## config.mk

```make
export PLATFORM = sky130hd
export DESIGN_NAME = wave_meter_flat
export DESIGN_NICKNAME = d
export VERILOG_FILES = /design/src/rtl/wave_meter_if.sv /design/src/rtl/wave_meter.sv /design/src/flat_wrapper.sv
export SDC_FILE = /design/constraint.sdc
export NUM_CORES = 1
export LEC_CHECK = 0
export ABC_AREA = 1
export CORE_UTILIZATION = 55
export CTS_CLUSTER_SIZE = 28
export DETAILED_ROUTE_END_ITERATION = 10
export GPL_TIMING_DRIVEN = 0
export PLACE_DENSITY = 0.77
export SLEW_MARGIN = 10
export SYNTH_ARGS = -nofsm -noshare
export SYNTH_HDL_FRONTEND = slang
export SYNTH_SLANG_ARGS = --single-unit
```

## constraint.sdc

```tcl
create_clock -name clk -period 3.5 [get_ports clk]
set_input_delay 0.35 -clock clk [delete_from_list [all_inputs] [get_ports clk]]
set_output_delay 0.35 -clock clk [all_outputs]
set_load 0.02 [all_outputs]
```

## src/rtl/wave_meter_if.sv

```systemverilog
// Bundles the sample stream going into the wave meter and the measurement
// results coming out. The producer takes the master side; the meter takes
// the slave side.
interface wave_meter_if #(
   parameter int W  = 14,
   parameter int CW = 24
);
   logic signed [W-1:0]  sample;
   logic                 val_in;
   logic                 clr;
   logic [CW-1:0]        period;
   logic signed [W-1:0]  max_val;
   logic signed [W-1:0]  min_val;
   logic                 val_out;
   logic                 locked;
   logic                 ovf;

   modport master (
      output sample, val_in, clr,
      input  period, max_val, min_val, val_out, locked, ovf
   );

   modport slave (
      input  sample, val_in, clr,
      output period, max_val, min_val, val_out, locked, ovf
   );
endinterface

```

## src/rtl/wave_meter.sv

```systemverilog
// Wave meter: measures the period (in valid samples) and the signed peak
// values of a periodic waveform. A cycle boundary is a rising crossing of
// zero that was preceded by a dip below -H, which gives hysteresis against
// noise around zero. Three pipeline stages: input capture, measurement
// core, result registers. A crossing captured on edge N shows up on
// val_out after edge N+2.
module wave_meter #(
   parameter int W  = 14,
   parameter int CW = 24,
   parameter int H  = 16
) (
   input  logic         clk,
   input  logic         rst_n,
   wave_meter_if.slave  bus
);

   localparam logic [0:0] SEEK = 1'b0;
   localparam logic [0:0] MEAS = 1'b1;

   localparam int                 NEG_H_I = -H;
   localparam logic signed [W-1:0] NEG_H  = NEG_H_I[W-1:0];
   localparam logic [CW-1:0]      CNT_MAX = '1;
   localparam logic [CW-1:0]      CNT_ONE = {{(CW-1){1'b0}}, 1'b1};

   // input capture stage
   logic signed [W-1:0] s_reg;
   logic                v_reg;
   logic                c_reg;

   // measurement core
   logic [0:0]          state_reg, state_next;
   logic                arm_reg, arm_next;
   logic [CW-1:0]       cnt_reg, cnt_next;
   logic signed [W-1:0] run_max_reg, run_max_next;
   logic signed [W-1:0] run_min_reg, run_min_next;
   logic [CW-1:0]       pend_period_reg, pend_period_next;
   logic signed [W-1:0] pend_max_reg, pend_max_next;
   logic signed [W-1:0] pend_min_reg, pend_min_next;
   logic                done_reg, done_next;
   logic                locked_reg, locked_next;
   logic                ovf_reg, ovf_next;

   // result registers
   logic [CW-1:0]       period_reg;
   logic signed [W-1:0] max_out_reg;
   logic signed [W-1:0] min_out_reg;
   logic                val_out_reg;
   logic                locked_out_reg;
   logic                ovf_out_reg;

   logic                crossing;

   // Register the raw input pins before any decision is made on them.
   always_ff @(posedge clk or negedge rst_n) begin
      if (!rst_n) begin
         s_reg <= '0;
         v_reg <= 1'b0;
         c_reg <= 1'b0;
      end else begin
         s_reg <= bus.sample;
         v_reg <= bus.val_in;
         c_reg <= bus.clr;
      end
   end

   // Next-state logic: arming, crossing detection, counting and extrema.
   always_comb begin
      state_next       = state_reg;
      arm_next         = arm_reg;
      cnt_next         = cnt_reg;
      run_max_next     = run_max_reg;
      run_min_next     = run_min_reg;
      pend_period_next = pend_period_reg;
      pend_max_next    = pend_max_reg;
      pend_min_next    = pend_min_reg;
      locked_next      = locked_reg;
      ovf_next         = ovf_reg;
      done_next        = 1'b0;

      // non-negative sample after a sufficiently deep dip
      crossing = v_reg && arm_reg && !s_reg[W-1];

      if (c_reg) begin
         // restart wins over anything the discarded sample would have done
         state_next  = SEEK;
         arm_next    = 1'b0;
         cnt_next    = '0;
         locked_next = 1'b0;
         ovf_next    = 1'b0;
      end else if (v_reg) begin
         if (crossing) begin
            arm_next = 1'b0;
         end else if (s_reg < NEG_H) begin
            arm_next = 1'b1;
         end

         if (state_reg == SEEK) begin
            if (crossing) begin
               state_next   = MEAS;
               cnt_next     = CNT_ONE;
               run_max_next = s_reg;
               run_min_next = s_reg;
            end
         end else begin
            if (crossing) begin
               // close the cycle; the crossing sample opens the next one
               pend_period_next = cnt_reg;
               pend_max_next    = run_max_reg;
               pend_min_next    = run_min_reg;
               done_next        = 1'b1;
               locked_next      = 1'b1;
               cnt_next         = CNT_ONE;
               run_max_next     = s_reg;
               run_min_next     = s_reg;
            end else if (cnt_reg == CNT_MAX) begin
               // counter would wrap: abandon this cycle and look again
               ovf_next   = 1'b1;
               state_next = SEEK;
               arm_next   = 1'b0;
               cnt_next   = '0;
            end else begin
               cnt_next     = cnt_reg + CNT_ONE;
               run_max_next = (s_reg > run_max_reg) ? s_reg : run_max_reg;
               run_min_next = (s_reg < run_min_reg) ? s_reg : run_min_reg;
            end
         end
      end
   end

   // Measurement core state registers.
   always_ff @(posedge clk or negedge rst_n) begin
      if (!rst_n) begin
         state_reg       <= SEEK;
         arm_reg         <= 1'b0;
         cnt_reg         <= '0;
         run_max_reg     <= '0;
         run_min_reg     <= '0;
         pend_period_reg <= '0;
         pend_max_reg    <= '0;
         pend_min_reg    <= '0;
         done_reg        <= 1'b0;
         locked_reg      <= 1'b0;
         ovf_reg         <= 1'b0;
      end else begin
         state_reg       <= state_next;
         arm_reg         <= arm_next;
         cnt_reg         <= cnt_next;
         run_max_reg     <= run_max_next;
         run_min_reg     <= run_min_next;
         pend_period_reg <= pend_period_next;
         pend_max_reg    <= pend_max_next;
         pend_min_reg    <= pend_min_next;
         done_reg        <= done_next;
         locked_reg      <= locked_next;
         ovf_reg         <= ovf_next;
      end
   end

   // Result registers: load on a completed cycle, hold otherwise.
   always_ff @(posedge clk or negedge rst_n) begin
      if (!rst_n) begin
         period_reg     <= '0;
         max_out_reg    <= '0;
         min_out_reg    <= '0;
         val_out_reg    <= 1'b0;
         locked_out_reg <= 1'b0;
         ovf_out_reg    <= 1'b0;
      end else begin
         val_out_reg    <= done_reg;
         locked_out_reg <= locked_reg;
         ovf_out_reg    <= ovf_reg;
         if (done_reg) begin
            period_reg  <= pend_period_reg;
            max_out_reg <= pend_max_reg;
            min_out_reg <= pend_min_reg;
         end
      end
   end

   assign bus.period  = period_reg;
   assign bus.max_val = max_out_reg;
   assign bus.min_val = min_out_reg;
   assign bus.val_out = val_out_reg;
   assign bus.locked  = locked_out_reg;
   assign bus.ovf     = ovf_out_reg;

endmodule

```

## src/flat_wrapper.sv

```systemverilog
// flat-port wrapper written by rule: the top's interface ports become plain ports
module wave_meter_flat 
#(
   parameter int W  = 14,
   parameter int CW = 24,
   parameter int H  = 16
)
  (clk, rst_n, bus_sample, bus_val_in, bus_clr, bus_period, bus_max_val, bus_min_val, bus_val_out, bus_locked, bus_ovf);
  wave_meter_if #(.W(W), .CW(CW)) bus_i ();
  input  logic clk;
  input  logic rst_n;
  input wire logic [$bits(bus_i.sample)-1:0] bus_sample;
  input wire logic [$bits(bus_i.val_in)-1:0] bus_val_in;
  input wire logic [$bits(bus_i.clr)-1:0] bus_clr;
  output wire logic [$bits(bus_i.period)-1:0] bus_period;
  output wire logic [$bits(bus_i.max_val)-1:0] bus_max_val;
  output wire logic [$bits(bus_i.min_val)-1:0] bus_min_val;
  output wire logic [$bits(bus_i.val_out)-1:0] bus_val_out;
  output wire logic [$bits(bus_i.locked)-1:0] bus_locked;
  output wire logic [$bits(bus_i.ovf)-1:0] bus_ovf;
  assign bus_i.sample = bus_sample;
  assign bus_i.val_in = bus_val_in;
  assign bus_i.clr = bus_clr;
  assign bus_period = bus_i.period;
  assign bus_max_val = bus_i.max_val;
  assign bus_min_val = bus_i.min_val;
  assign bus_val_out = bus_i.val_out;
  assign bus_locked = bus_i.locked;
  assign bus_ovf = bus_i.ovf;
  wave_meter #(.W(W), .CW(CW), .H(H)) u_core (.clk(clk), .rst_n(rst_n), .bus(bus_i));
endmodule
```

Yosys cells after proc, flatten, opt, wreduce, memory -nomap -nowiden
Cells that the tools add are included.
Widths: inputs -> output; s select.
{"block": "word_totals", "ff_bits": 180, "input_bits": 18, "output_inout_bits": 55}
{"block": "classes", "muxes": 40, "eq_ne": 3, "n_lt_le_gt_ge": 3, "reduce_logical": 17, "add_sub_neg": 1, "bitwise_logic": 1}
{"cell": "$mux 24", "n": 6}
{"cell": "$mux 14", "n": 9}
{"cell": "$mux 1", "n": 25}
{"cell": "$add 24x1->24 const B", "n": 1}
{"cell": "$eq 24x24->1 const B", "n": 1}
{"cell": "$gt 14x14->1", "n": 1}
{"cell": "$lt 14x14->1", "n": 1}
{"cell": "$lt 14x5->1 const B", "n": 1}
{"cell": "$reduce_bool 2->1", "n": 7}
{"cell": "$reduce_and 5->1", "n": 2}
{"cell": "$reduce_and 4->1", "n": 2}
{"cell": "$ne 2x1->1 const B", "n": 2}
{"cell": "$reduce_and 3->1", "n": 1}
{"cell": "$reduce_bool 3->1", "n": 1}
{"cell": "$logic_and 1x1->1", "n": 2}
{"cell": "$reduce_and 2->1", "n": 1}
{"cell": "$logic_not 1->1", "n": 1}
{"cell": "$not 1->1", "n": 1}

Depth between registers and ports, before layout
{"block": "logic_depth", "word_depth": 8, "mapped_depth": 16, "mapped_depth_nobuf": 15}

Worst setup path before layout
OpenSTA, ideal clock, no wires.
{"block": "synth_timing", "path_type": "register to register", "from": "reg u_core.s_reg[13]", "to": "reg u_core.run_max_reg[4]", "setup_time_ps": 117, "n_path_buf": 1, "t_arrival_ps": 1758, "path_stages_with_launch": 14, "synth_period_minus_slack_ps": 1875, "path_slack_ps": 1625, "cell_sequence": "dfrtp_1 > ha_1 > nand2_1 > nor2_1 > inv_1 > nor2_1 > nand2_1 > nand3_1 > nand3_1 > nand2_2 > nand2_2 > buf_4 > nand2_1 > nand2_1"}
{"block": "synth_between", "elab_chain_len": 4, "elab_cells_between_ends": 9, "cone_classes": "order compare (1); eq/ne (1); mux (2); reduce/logical (5)"}
{"element": "start: declaration", "line": "wave_meter.sv:26", "text": "logic signed [W-1:0] s_reg;"}
{"element": "start signal: assignment", "line": "wave_meter.sv:60", "text": "s_reg <= bus.sample;"}
{"element": "branches (longest 4 deep; another with $gt 14x14->1)"}
{"element": "end signal: assignment", "line": "wave_meter.sv:148", "text": "run_max_reg <= run_max_next;"}
{"element": "end: declaration", "line": "wave_meter.sv:34", "text": "logic signed [W-1:0] run_max_reg, run_max_next;"}
Several ways; the timed one is not identified.
A chain may end at the register's enable or synchronous reset.

Final worst setup path
{"block": "layout_timing", "from": "reg u_core.s_reg[13]", "to": "reg u_core.run_max_reg[3]"}
Same word-level chain as after synthesis.

==> out/qor.csv <==
metric,value,unit
outcome,"finished, final reports clean",
dp_hpwl,11.6,mm
synth_area_leaders,"dfrtp_1 (58%), nand2_1 (9.3%), mux2_2 (7.6%)",
fin_nets,900,
dieHeight,120,um
place_area,8680,sq um
r2r-end,u_core.run_max_reg[3]$_DFFE_PN0P_,
p_seq_frac,0.471,
crit_slowest_cell,dfrtp_1,
ys_seq_elements,180,
async_flop_share,1.00,
fillCellCount,1053,
power_frac_comb,0.171,
pin_count,73,
final_antenna_net_count,0,
num_vias,5555,
crit_top_cell,nand2_1,
core,13500,sq um
grt_max_degree,113,
fin_area,9250,sq um
fmax,0.446,GHz
p_total,5.03,mW
cts-root-buf,clkbuf_16,
synth_enable_flop_cells,0,
ff2ff_setup_slack,1.26,ns
finalClockSkew,0.00871,ns
die_area,14500,sq um
ff2ff_path_depth,13,
port_buffers,72,
antenna_found_initial,0,
clock-sinks,180,
p_leak,4.43,nW
cts_buffer_depth,2,
drc,0,
slew_viol_final,0,
synth_top_flop_cell,dfrtp_1,
yosysWarnings,0,
clk_pin_slew,0.07,ns
maxCapViolCount,0,
yosysSeqAreaShare,0.584,
cp_num_buf_inv,2,
timing.slew.headroom,0.504,
cpPeakStageDelay,0.49,ns
grt_pass1_vias,5834,
cts_tree,built,
internal-power,3.59,mW
cts_max_level,4,
cts_buffers,17,
yosysTopAreaCell,dfrtp_1,
timing.final.crit_share,0.641,
arrival,2.56,ns
whs,0.351,ns
final_cells,1043,
routed_wirelength,16.1,mm
yosysMostFrequentCell,nand2_1,
min_path_type,in -> reg,
swShare,0.286,
crit_cells,13,
avgRoutedWirePerCell,15.4,um
path_class,reg -> reg,
power.share.clock,0.358,
worst_setup_path_end_kind,flip-flop,
final_hold_viol_count,0,
startpoint,u_core.s_reg[13]$_DFF_PN0_,
pre_cts_ws,1.29,ns
worstPathCellList,ha_1 -> nand2_1 -> nor2_1 -> inv_1 -> nor2_1 -> nand2_1 -> nand3_1 -> nand3_1 -> nand2_2 -> nand2_2 -> buf_4 -> nand2_1 -> nand2_1,
start_util,0.573,
final-setup-viol-count,0,
first_pass_iters,4,
synth_top_area_frac,0.584,
clock_latency,0.43,ns
final_layout_size_suffix_gt1_frac,0.130,
ir_worst_vdd,0.000421,V
crit-reg2reg-launch,u_core.s_reg[13]$_DFF_PN0_,
finalWorstSetupSlack,1.26,ns
power_density,544,nW/um^2
syn_inst,761,
synth_nets,807,
insertedDiodeCount,0,
synth.distinct_cells,31,
grt_overflow,0,
netlist_area,7710,sq um
ys_top_cells_by_count,"nand2_1 (190), dfrtp_1 (180), inv_1 (71)",
rows,42,
crit_required,3.82,ns
crit_family,simple AND/OR/NAND/NOR gates,
drt_iter0_markers,335,
grt_usage,0.249,
tightest_slew,0.738,ns
vias_per_cell,5.33,
grt_setup_unrepaired,no,
die_w,120,um
syn2layout_area_growth,20.0,%
crit_end,u_core.run_max_reg[3]$_DFFE_PN0P_,
cts.repair.resized,0,
crit_fanout,10,
p_sw,1.44,mW
grt_pass1_wl,27.7,mm
start_kind,flip-flop,
globalplace.congestion,0.850,
synth.avg_cell_area,10.1,sq um
dpl.cell_count,1010,
fin_crit,2.24,ns
[worst reg2reg max path, cell delays in order, from the launching register on]
cell     delay (ns)
dfrtp_1        0.49
ha_1           0.40
nand2_1        0.08
nor2_1         0.18
inv_1          0.06
nor2_1         0.11
nand2_1        0.07
nand3_1        0.08
nand3_1        0.10
nand2_2        0.13
nand2_2        0.10
buf_4          0.20
nand2_1        0.08
nand2_1        0.05
[placed cells by master, fill, tap and decap left out, types with 19 or more instances in the layout]
master	Yosys	layout
o21ai_0	58	58
dfrtp_1	180	180
ha_1	28	28
mux2_2	52	52
clkdlybuf4s50_1	0	71
nor2_1	30	30
nand3_1	45	45
nand2_1	190	190
a21oi_1	19	19
inv_1	71	71
[kinds of logic (layout without fill, tap and decap cells)]
kind of cell | after synthesis | after routing | share of synthesized area
XOR/XNOR | 12 | 12 | 0.0136
AND/OR/NAND/NOR | 299 | 299 | 0.164
flip-flops | 180 | 180 | 0.584
multiplexers | 52 | 52 | 0.0760
buffers and inverters | 100 | 206 | 0.0537
AO/OA/AOI/OAI | 90 | 90 | 0.0625
adder cells (fa/ha/maj) | 28 | 28 | 0.0454
[power groups by stage]
stage | Sequential, mW | Combinational [mW] | Clock [mW]
6_report | 2.37 | 0.860 | 1.80
5_1_grt | 2.39 | 1.01 | 1.91
4_1_cts | 2.37 | 0.869 | 1.82
3_5_place_dp | 2.41 | 0.858 | 0
3_3_place_gp | 2.40 | 0.817 | 0
2_1_floorplan | 2.37 | 0.608 | 0
[layout make-up]
type | instances | area [sq um] | area share
Buffer | 25 | 133 | 0.0143
Clock buffer | 23 | 478 | 0.0517
Clock inverter | 9 | 78.8 | 0.00852
Inverter | 75 | 282 | 0.0304
Multi-Input combinational cell | 481 | 2790 | 0.302
Sequential cell | 180 | 4500 | 0.487
Tap cell | 176 | 220 | 0.0238
Timing Repair Buffer | 74 | 763 | 0.0825
[what timing repair did]
item | 4_1_cts | 5_1_grt
hold endpoints to repair | 68 | 0
buffers inserted | 0 | 0
hold buffers | 1 | 0
[metrics by stage]
stage,utilization,setup TNS [ns]
detailed placement,0.645,0
CTS,0.688,0
global route,0.688,0
floorplan,-,0
global placement,0.643,-875.78
finish,0.688,0
[worst min path at each step]
stage	cells past startpoint	slack, ns	from	to
after floorplan	0	0.05	rst_n	u_core.arm_reg$_DFFE_PN0P_
after global placement	0	0.36	u_core.done_reg$_DFF_PN0_	u_core.bus.val_out$_DFF_PN0_
after detailed placement	1	0.34	rst_n	u_core.pend_period_reg[17]$_DFFE_PN0P_
after CTS	1	0.34	bus_sample[0]	u_core.s_reg[0]$_DFF_PN0_
after global routing	1	0.34	bus_sample[7]	u_core.s_reg[7]$_DFF_PN0_
final	1	0.35	bus_sample[0]	u_core.s_reg[0]$_DFF_PN0_
[metal layers]
metal / share of wire / global-route usage / vias to the layer above
met5: 0 / 0 / -
met4: 0.024 / 0.108 / 0
met3: 0.031 / 0.0410 / 24
met2: 0.51 / 0.425 / 114
met1: 0.43 / 0.312 / 2748
li1: - / - / 2669
Power figures use the tool's default switching activity.
